`config.mk`:
```
export PLATFORM = sky130hd
export DESIGN_NAME = fetch_sequencer
export DESIGN_NICKNAME = d
export VERILOG_FILES = /design/src/rtl/fetch_sequencer.sv
export SDC_FILE = /design/constraint.sdc
export NUM_CORES = 1
export LEC_CHECK = 0
export CORE_MARGIN = 2
export CORE_UTILIZATION = 47
export CTS_CLUSTER_DIAMETER = 100
export DETAILED_ROUTE_END_ITERATION = 10
export PLACE_DENSITY = 0.84
export SYNTH_ARGS = -nofsm -noshare
export SYNTH_HDL_FRONTEND = slang
export SYNTH_SLANG_ARGS = --single-unit
```
`constraint.sdc`:
```
create_clock -name clk -period 2 [get_ports clk]
set_input_delay 0.3 -clock clk [delete_from_list [all_inputs] [get_ports clk]]
set_output_delay 0.3 -clock clk [all_outputs]
set_load 0.03 [all_outputs]
```
`src/rtl/fetch_sequencer.sv`:
```
// rtl/fetch_sequencer.sv - program-counter sequencer for the 9-bit-word instruction memory
// Launches on start, advances/branches/halts per consumed instruction, counts executed words.
module fetch_sequencer #(
  parameter int PC_BITS  = 12,
  parameter int CNT_BITS = 16
) (
  input  logic                clk,
  input  logic                rst_n,
  input  logic                start,
  input  logic [PC_BITS-1:0]  start_addr,
  input  logic                stall,
  input  logic                halt,
  input  logic                branch_taken,
  input  logic [PC_BITS-1:0]  branch_target,
  output logic [PC_BITS-1:0]  pc,
  output logic                fetch_valid,
  output logic                running,
  output logic                done,
  output logic                overflow,
  output logic [CNT_BITS-1:0] instr_count
);

  typedef enum logic [1:0] {
    IDLE   = 2'd0,
    RUN    = 2'd1,
    HALTED = 2'd2
  } state_t;

  localparam logic [PC_BITS-1:0]  PC_MAX  = '1;
  localparam logic [PC_BITS-1:0]  PC_ONE  = PC_BITS'(1);
  localparam logic [CNT_BITS-1:0] CNT_MAX = '1;
  localparam logic [CNT_BITS-1:0] CNT_ONE = CNT_BITS'(1);

  state_t              state, state_nxt;
  logic [PC_BITS-1:0]  pc_nxt;
  logic [CNT_BITS-1:0] count_nxt;
  logic                overflow_nxt;

  assign running     = (state == RUN);
  assign done        = (state == HALTED);
  assign fetch_valid = running & ~stall;

  always_ff @(posedge clk or negedge rst_n) begin
    if (!rst_n) begin
      state       <= IDLE;
      pc          <= '0;
      instr_count <= '0;
      overflow    <= 1'b0;
    end else begin
      state       <= state_nxt;
      pc          <= pc_nxt;
      instr_count <= count_nxt;
      overflow    <= overflow_nxt;
    end
  end

  always_comb begin
    state_nxt    = state;
    pc_nxt       = pc;
    count_nxt    = instr_count;
    overflow_nxt = overflow;
    case (state)
      IDLE, HALTED: begin
        if (start) begin
          state_nxt    = RUN;
          pc_nxt       = start_addr;
          count_nxt    = '0;
          overflow_nxt = 1'b0;
        end
      end
      RUN: begin
        // A stalled word is not consumed, so decode flags are ignored too.
        if (!stall) begin
          if (instr_count != CNT_MAX) begin
            count_nxt = instr_count + CNT_ONE;
          end
          if (halt) begin
            state_nxt = HALTED;
          end else if (branch_taken) begin
            pc_nxt = branch_target;
          end else if (pc == PC_MAX) begin
            pc_nxt       = '0;
            overflow_nxt = 1'b1;
            state_nxt    = HALTED;
          end else begin
            pc_nxt = pc + PC_ONE;
          end
        end
      end
      default: state_nxt = IDLE;
    endcase
  end

endmodule

```
# --- Yosys cells after proc, flatten, opt, wreduce, memory -nomap -nowiden ---
# Cells that the tools add are included.
# W data, S select, Z words.
op_classes:
  eq_ne: 12
  n_lt_le_gt_ge: 0
  n_shift: 0
  n_mux: 22
  add_sub_neg: 2
  n_reduce_logical: 7
  bitwise_logic: 2
  n_div: 0
  multipliers: 0
op_table:
  columns: ["cell", "n"]
  rows:
  - ["$mux W12", 5]
  - ["$mux W16", 3]
  - ["$pmux W16 S2", 1]
  - ["$pmux W12 S2", 1]
  - ["$add A16 B1 Y16 const B", 1]
  - ["$ne A16 B16 Y1 const B", 1]
  - ["$add A12 B1 Y12 const B", 1]
  - ["$eq A12 B12 Y1 const B", 1]
  - ["$reduce_and A4 Y1", 3]
  - ["$mux W2", 5]
  - ["$ne A2 B2 Y1 const B", 4]
  - ["$reduce_and A6 Y1", 1]
  - ["$mux W1", 5]
  - ["$ne A2 B1 Y1 const B", 2]
  - ["$pmux W2 S2", 1]
  - ["$ne A3 B2 Y1 const B", 1]
  - ["$ne A3 B3 Y1 const B", 1]
  - ["$eq A2 B1 Y1 const B", 1]
  - ["$eq A2 B2 Y1 const B", 1]
  - ["$logic_not A2 Y1", 1]
  - ["$pmux W1 S2", 1]
  - ["$reduce_bool A2 Y1", 1]
  - ["$reduce_or A2 Y1", 1]
  - ["$and A1 B1 Y1", 1]
  - ["$not A1 Y1", 1]
totals:
  rom_bits: 0
  ramBits: 0
  regBits: 31
  inputBits: 30
  wordCells: 49
  latchBits: 0
  out_inout_bits: 32
  memories: 0

# --- Depth between registers and ports, before layout ---
# Gate-level depths: netlist of the first run.
logic_depth:
  ltp_word: 6
  depth_mapped: 8
  depth_no_buf: 8

# --- Worst setup path before layout of the first run ---
# No wires, ideal clock.
synth_timing:
  path_type: "register to register"
  start: "reg pc[0]"
  end: "reg pc[4]"
  required_time_ns: 1.876
  period_less_slack_ns: 1.993
  arrival_time_ns: 1.870
  setup_slack_ns: 0.007
  path_stages_with_launch: 6
  cell_sequence: "dfrtp_1 ha_1 nand2_1 o41ai_4 o21ai_1 a211o_1"
synth_between:
  elab_chain_cells: 6
  elab_cells_between_ends: 7
  cone_classes: "1 x add/sub; 1 x eq/ne; 5 x mux"
synth_rtl:
  columns: ["element", "line", "source"]
  rows:
  - ["from (decl)", "15", "output logic [PC_BITS-1:0] pc,"]
  - ["from (signal assigned)", "51", "pc <= pc_nxt;"]
  - ["$add A12 B1 Y12 / $eq A12 B12 Y1 (equally long branches)", "86, 81", null]
  - ["$mux W12 (*)", "81", "end else if (pc == PC_MAX) begin"]
  - ["$mux W12 (*)", "79", "end else if (branch_taken) begin"]
  - ["$mux W12 (*)", "77", "if (halt) begin"]
  - ["$mux W12 (*)", "73", "if (!stall) begin"]
  - ["$pmux W12 S2 (*)", "62", "case (state)"]
# Every way passes the cells marked *; elsewhere a longest branch is shown, timed or not. The select of a mux whose other input is x is not followed.
# A chain may end at the register's enable or synchronous reset.

# --- Final worst setup path of the first run ---
layout_timing:
  start: "reg pc[1]"
  end: "reg state[0]"
layout_between:
  elab_chain_cells: 3
layout_rtl:
  columns: ["element", "line", "source"]
  rows:
  - ["$eq A12 B12 Y1", "81", null]
  - ["$ne A3 B2 Y1 (no line)", null, null]
  - ["$reduce_and A4 Y1 (no line)", null, null]
  - ["to (signal assigned)", "50", "state <= state_nxt;"]
  - ["to (decl)", "34", "state_t state, state_nxt;"]
# Every way passes these cells.

==> results of run 1 <==
power breakdown:
| part | leakage, nW | total (W) | switching, W | internal (W) |
|---|---|---|---|---|
| combinational | 0.767 | 0.00191 | 0.00112 | 0.000789 |
| clock | 0.0612 | 0.000654 | 0.000251 | 0.000403 |
| sequential | 0.402 | 0.000958 | 0.000171 | 0.000787 |
| total | 1.23 | 0.00352 | 0.00154 | 0.00198 |
how the worst max path moves through the flow:
stage / startpoint / endpoint / slack [ns] / cells past startpoint
after detailed placement: halt / pc[4]$_DFFE_PN0P_ / 0.002 / 5
after CTS: state[0]$_DFFE_PN0P_ / done / 0.04 / 2
after global placement: halt / pc[4]$_DFFE_PN0P_ / 0.05 / 5
after floorplan: pc[0]$_DFFE_PN0P_ / pc[4]$_DFFE_PN0P_ / 0.007 / 5
after global routing: state[1]$_DFFE_PN0P_ / instr_count[8]$_DFFE_PN0P_ / -0.04 / 6
final: pc[1]$_DFFE_PN0P_ / state[0]$_DFFE_PN0P_ / 0.16 / 6
worst reg2reg max path, stage by stage (launching register included):
cell and delay [ns]:
dfrtp_1 0.40, ha_1 0.19, nand2_1 0.14, or4_4 0.58, nor2_2 0.12, nor2_1 0.07, o31a_1 0.23
sequential cells by signal (all words and copies together), names as in the netlist:
signal       cells
instr_count     16
overflow         1
pc              12
state            2
cell type report:
class / count / area, um2
clock inverter: 2 / 35.0
timing repair buffer: 82 / 766
clock buffer: 6 / 82.6
multi-input combinational: 176 / 1170
fill: 302 / 1140
inverter: 8 / 30.0
sequential: 31 / 776
tap: 50 / 62.6
cells in the mapped netlist (3+ instances only):
library cell	instances	area, um2
nand4_1	6	37.5
inv_1	5	18.8
nand2_1	18	67.6
and3_1	5	31.3
o21ai_0	17	85.1
nor4_1	3	18.8
dfrtp_1	31	776
mux2i_1	6	60.1
nand2b_1	3	18.8
nand3_1	9	45.0
a211oi_1	4	30.0
o2bb2ai_1	5	43.8
and4_1	3	26.3
and2_1	3	18.8
o21ai_1	12	60.1
nor2_1	18	67.6
a21oi_1	11	55.1
xnor2_1	6	52.6
nor3_1	6	30.0
buf_2	3	15.0
o31ai_1	4	30.0
clkbuf_1	4	15.0
layer usage:
layer	global-route usage (%)	vias up
li1	-	1002
met1	37.4	1039
met2	42.7	97
met5	0	-
met3	4.07	13
met4	8.50	0
kinds of logic (layout without fill, tap and decap cells):
family / Yosys count / count (layout) / share of synthesized area [%]
xor+xnor: 7 / 7 / 3.07
buf+inv: 15 / 98 / 3.01
simple gates: 89 / 89 / 25.9
compound gates: 72 / 72 / 24.9
mux: 6 / 6 / 3.01
fa+ha+maj: 2 / 2 / 1.25
flops: 31 / 31 / 38.8
metrics by stage:
step / utilization, % / instance area [um2]
2_1_floorplan: - / 2000
3_3_place_gp: 68.8 / 2790
3_5_place_dp: 68.8 / 2790
4_1_cts: 71.7 / 2910
5_1_grt: 72.0 / 2920
6_report: 72.0 / 2920
==> flow_summary.json, run 1 <==
{
  "status": "finished clean",
  "avgSynthCellArea_um2": 9.00,
  "routed_wl_um": 6170,
  "cts.sinks": 31,
  "die_w_um": 69.2,
  "slew_violations": 0,
  "buffer_ports.inserted": 61,
  "core_mm2": 0.00406,
  "crit_path_cell_trace": "ha_1 > nand2_1 > or4_4 > nor2_2 > nor2_1 > o31a_1",
  "fin_ws_ns": 0.156,
  "htreeDepth": 2,
  "layout.cells.non_filler": 355,
  "gp_congestion": 0.927,
  "slowest_delay_ns": 0.58,
  "clockRootBuffer": "clkbuf_8",
  "syn-cell-area_mm2": 0.00200,
  "final_antenna_net_count": 0,
  "avgViaCountPerCell": 6.06,
  "drive_gt1_share_pct": 16.7,
  "worstPathArrival_ns": 2.01,
  "path_class": "reg2reg",
  "cts_tree": "yes",
  "clkTransAtPathRegs_ns": 0.07,
  "initial_core_util_pct": 49.2,
  "synth_seq_area_share_pct": 38.8,
  "route.met2.wl_um": 2980,
  "whs_ns": 0.411,
  "path_max_fanout": 4,
  "dp.cells": 347,
  "final_common_cell": "clkdlybuf4s50_1",
  "p_per_area_mw_per_mm2": 1200,
  "tns_ns": 0,
  "drc": 0,
  "dr_wl_met3_um": 365,
  "rr_startpoint": "pc[1]$_DFFE_PN0P_",
  "final_cell_mix": "clkdlybuf4s50_1, dfrtp_1, buf_4, nand2_1, nor2_1",
  "diodes": 0,
  "ys_warn_count": 0,
  "cp_num_buf_inv": 0,
  "critPathSlowestCell": "or4_4",
  "grtUsageTotal_pct": 26.8,
  "r2r_slack_ns": 0.16,
  "die-area_mm2": 0.00479,
  "drt-met1-wl_um": 2710,
  "cts_inserted_buffers": 5,
  "cp-start-kind": "register",
  "nNetsFinal": 336,
  "antenna_found_initial": 0,
  "drv_cap": 0,
  "grt_start_max_net_pins": 32,
  "ys_types": 54,
  "synth_fp_nets": 254,
  "cp-end-kind": "register",
  "peakVddDrop_uv": 804,
  "cp_top_family": "simple AND/OR/NAND/NOR gates",
  "holdBufCountCts": 0,
  "firstDrtPassIters": 4,
  "total_power_w": 0.00352,
  "clockBufferDepth": 2,
  "finalCritPeriodShare_pct": 92.2,
  "worstHoldPathType": "in2async",
  "first_iter_violations": 216,
  "io_pins": 62,
  "async_flop_share_pct": 100,
  "hold_viol_final": 0,
  "min_period_ns": 1.84,
  "dpl.hpwl_um": 4420,
  "max-slew-margin-rel_pct": 71.5,
  "ctsResizeCount": 0,
  "synth-edff-count": 0,
  "wire_per_inst_um": 17.4,
  "row_count": 23,
  "clock.fmax_mhz": 542,
  "dr_total_vias": 2151,
  "p_leak_nw": 1.23,
  "worst_slew_pin_slew_ns": 0.427,
  "synth_flop_cell": "dfrtp_1",
  "place_ws_ns": 0.00239,
  "grt_pass1_wl_um": 10500,
  "setup_viol": 0,
  "reg2reg_depth": 6,
  "r2r_end": "state[0]$_DFFE_PN0P_",
  "areaGrowthSynthToFinish_pct": 46.2,
  "clock_latency_ns": 0.28,
  "postSynthCellCount": 222,
  "die_h_um": 69.2,
  "ys_ff_latch": 31,
  "cts_setup_buffers": 0,
  "grt_pass1_vias": 2111,
  "required_ns": 2.17,
  "overflow": 0,
  "skew_ns": 0.00548,
  "highest_layer": "met4"
}
No activity file was read; power rests on OpenSTA's default activity.
==> inputs of run 2 (changes only) <==
--- a/config.mk
+++ b/config.mk
@@ -5,6 +5,7 @@
 export SDC_FILE = /design/constraint.sdc
 export NUM_CORES = 1
 export LEC_CHECK = 0
+export CORE_ASPECT_RATIO = 1.4
 export CORE_MARGIN = 2
 export CORE_UTILIZATION = 47
 export CTS_CLUSTER_DIAMETER = 100
==> constraint.sdc (replaced) <==
create_clock -name clk -period 2 [get_ports clk]
set_input_delay 0.3 -clock clk [delete_from_list [all_inputs] [get_ports clk]]
set_output_delay 0.3 -clock clk [all_outputs]
set_load 0.02 [all_outputs]
==> run 2 against run 1 <==
  * Clock power barely moved
  * Combinational power fell by 12%
  * Clock skew fell by 0.0013 ns
  * First-iteration DRC count fell by 68%
==> flow_summary.json, run 2 (synthesis gave the netlist of run 1 again) <==
{
  "status": "finished clean",
  "rr_startpoint": "pc[0]$_DFFE_PN0P_",
  "rsz0062_at_grt": "no",
  "core_mm2": 0.00417,
  "buffer_ports.inserted": 61,
  "clock.fmax_mhz": 538,
  "io_pins": 62,
  "tns_ns": 0,
  "final_design_area_no_fill_mm2": 0.00288,
  "setup_viol": 0,
  "grtUsageTotal_pct": 25.4,
  "dp.cells": 336,
  "holdBufCountCts": 0,
  "min_period_ns": 1.86,
  "die-area_mm2": 0.00479,
  "fillCellCount": 324,
  "cp-end-kind": "register",
  "path_class": "reg2reg",
  "grt_pass1_wl_um": 9190,
  "dpl.hpwl_um": 4190,
  "worst_slew_pin_slew_ns": 0.391,
  "internal_power_w": 0.00195,
  "peakVddDrop_uv": 812,
  "fin_ws_ns": 0.140,
  "cts.sinks": 31,
  "path_max_fanout": 5,
  "largest_registers": "instr_count: 16 flops, pc: 12 flops, state: 2 flops",
  "cts_setup_buffers": 0,
  "timing.critical_path.from": "pc[0]$_DFFE_PN0P_",
  "clock_latency_ns": 0.29,
  "cts_inserted_buffers": 5,
  "netSwitchingPower_w": 0.00139,
  "whs_ns": 0.414,
  "required_ns": 2.17,
  "die_w_um": 59.1,
  "regMostFlops": "instr_count",
  "p_sw_share_pct": 41.6,
  "clockRootBuffer": "clkbuf_8",
  "final_antenna_net_count": 0,
  "wire_per_inst_um": 16.5,
  "layout.cells.non_filler": 344,
  "cts_tree": "yes",
  "slew_violations": 0,
  "drive_gt1_share_pct": 14.0,
  "p_per_area_mw_per_mm2": 1160,
  "largest_reg_flops": 16,
  "firstDrtPassIters": 4,
  "diodes": 0,
  "place_ws_ns": 0.0493,
  "worstHoldPathType": "in2async",
  "hold_viol_final": 0,
  "first_iter_violations": 69,
  "skew_ns": 0.00423,
  "areaGrowthSynthToFinish_pct": 44.2,
  "avgViaCountPerCell": 6.19,
  "clkTransAtPathRegs_ns": 0.07,
  "grt_pass1_vias": 2038,
  "max-slew-margin-rel_pct": 73.9,
  "overflow": 0,
  "antenna_found_initial": 0,
  "routed_wl_um": 5680,
  "final_common_cell": "clkdlybuf4s50_1",
  "die_h_um": 81.1,
  "worstPathArrival_ns": 2.03,
  "placed_cell_area_mm2": 0.00276,
  "cp-start-kind": "register",
  "p_comb_share_pct": 50.7,
  "row_count": 28,
  "gp_congestion": 0.870,
  "drv_cap": 0,
  "clkPwrFrac_pct": 19.6,
  "p_leak_nw": 1.20,
  "clockBufferDepth": 2,
  "drc": 0,
  "nNetsFinal": 330,
  "seq_power_share_pct": 29.7,
  "initial_core_util_pct": 47.9,
  "finalCritPeriodShare_pct": 93.0,
  "htreeDepth": 2,
  "dr_total_vias": 2128,
  "final_cell_mix": "clkdlybuf4s50_1, dfrtp_1, nand2_1, nor2_1, o21ai_0",
  "grt_start_max_net_pins": 32
}
==> run 2: changes by cell type in the layout (fill, tap and decap cells not counted), sizes merged <==
cell           delta
clkdlybuf4s50     +1
buf               -8
dlygate4sd2       +1
==> run 2: worst max-delay path, cell delays in order, from the launching register on <==
cell	delay, ns
dfrtp_2	0.41
ha_1	0.18
nand2_1	0.14
or4_4	0.57
nor2_2	0.12
nor2_1	0.07
o31a_1	0.24
==> run 2: cell type report <==
class / instances / area (um2) / share of cell area [%]
clock buffers: 6 / 82.6 / 2.87
clock inverters: 2 / 35.0 / 1.22
inverters: 8 / 30.0 / 1.04
multi-input cells: 176 / 1160 / 40.3
flip-flops and latches: 31 / 777 / 27.0
well taps: 45 / 56.3 / 1.96
repair buffers: 76 / 737 / 25.6
==> run 2: per-stage QoR <==
stage	total power (W)	util [%]
detailed placement	0.00266	66.2
finish	0.00333	69.1
global placement	0.00263	66.2
global route	0.00350	69.1
floorplan	0.00188	-
CTS	0.00333	69.0
==> run 2: worst paths after layout <==
path,to,slack (ns),depth (start not counted)
max,state[0]$_DFFE_PN0P_,0.14,6
max in group asynchronous,pc[0]$_DFFE_PN0P_,1.28,2
min reg2reg,overflow$_DFFE_PN0P_,0.51,2
max reg2reg,state[0]$_DFFE_PN0P_,0.14,6
min in group clk,overflow$_DFFE_PN0P_,0.51,2
min,pc[6]$_DFFE_PN0P_,0.41,2
==> run 2: power groups by stage <==
stage | logic [W] | registers [W] | clock network (W)
after floorplan | 0.000731 | 0.00115 | 0
after global placement | 0.00164 | 0.000992 | 0
after detailed placement | 0.00167 | 0.000987 | 0
after CTS | 0.00169 | 0.000983 | 0.000663
after global routing | 0.00180 | 0.00101 | 0.000687
final | 0.00169 | 0.000991 | 0.000654
==> run 2: routing by layer <==
metal  vias up  GRT usage (%)  wire, um
li1        998              -         -
met1      1024           28.0      2190
met2        89           46.3      3080
met3        17           4.94       265
met4         0           10.9       142
met5         -              0         0
==> run 2: timing repair <==
action	4_1_cts	5_1_grt
setup endpoints to repair	1	2
resized for setup	1	2
pin swaps	0	0
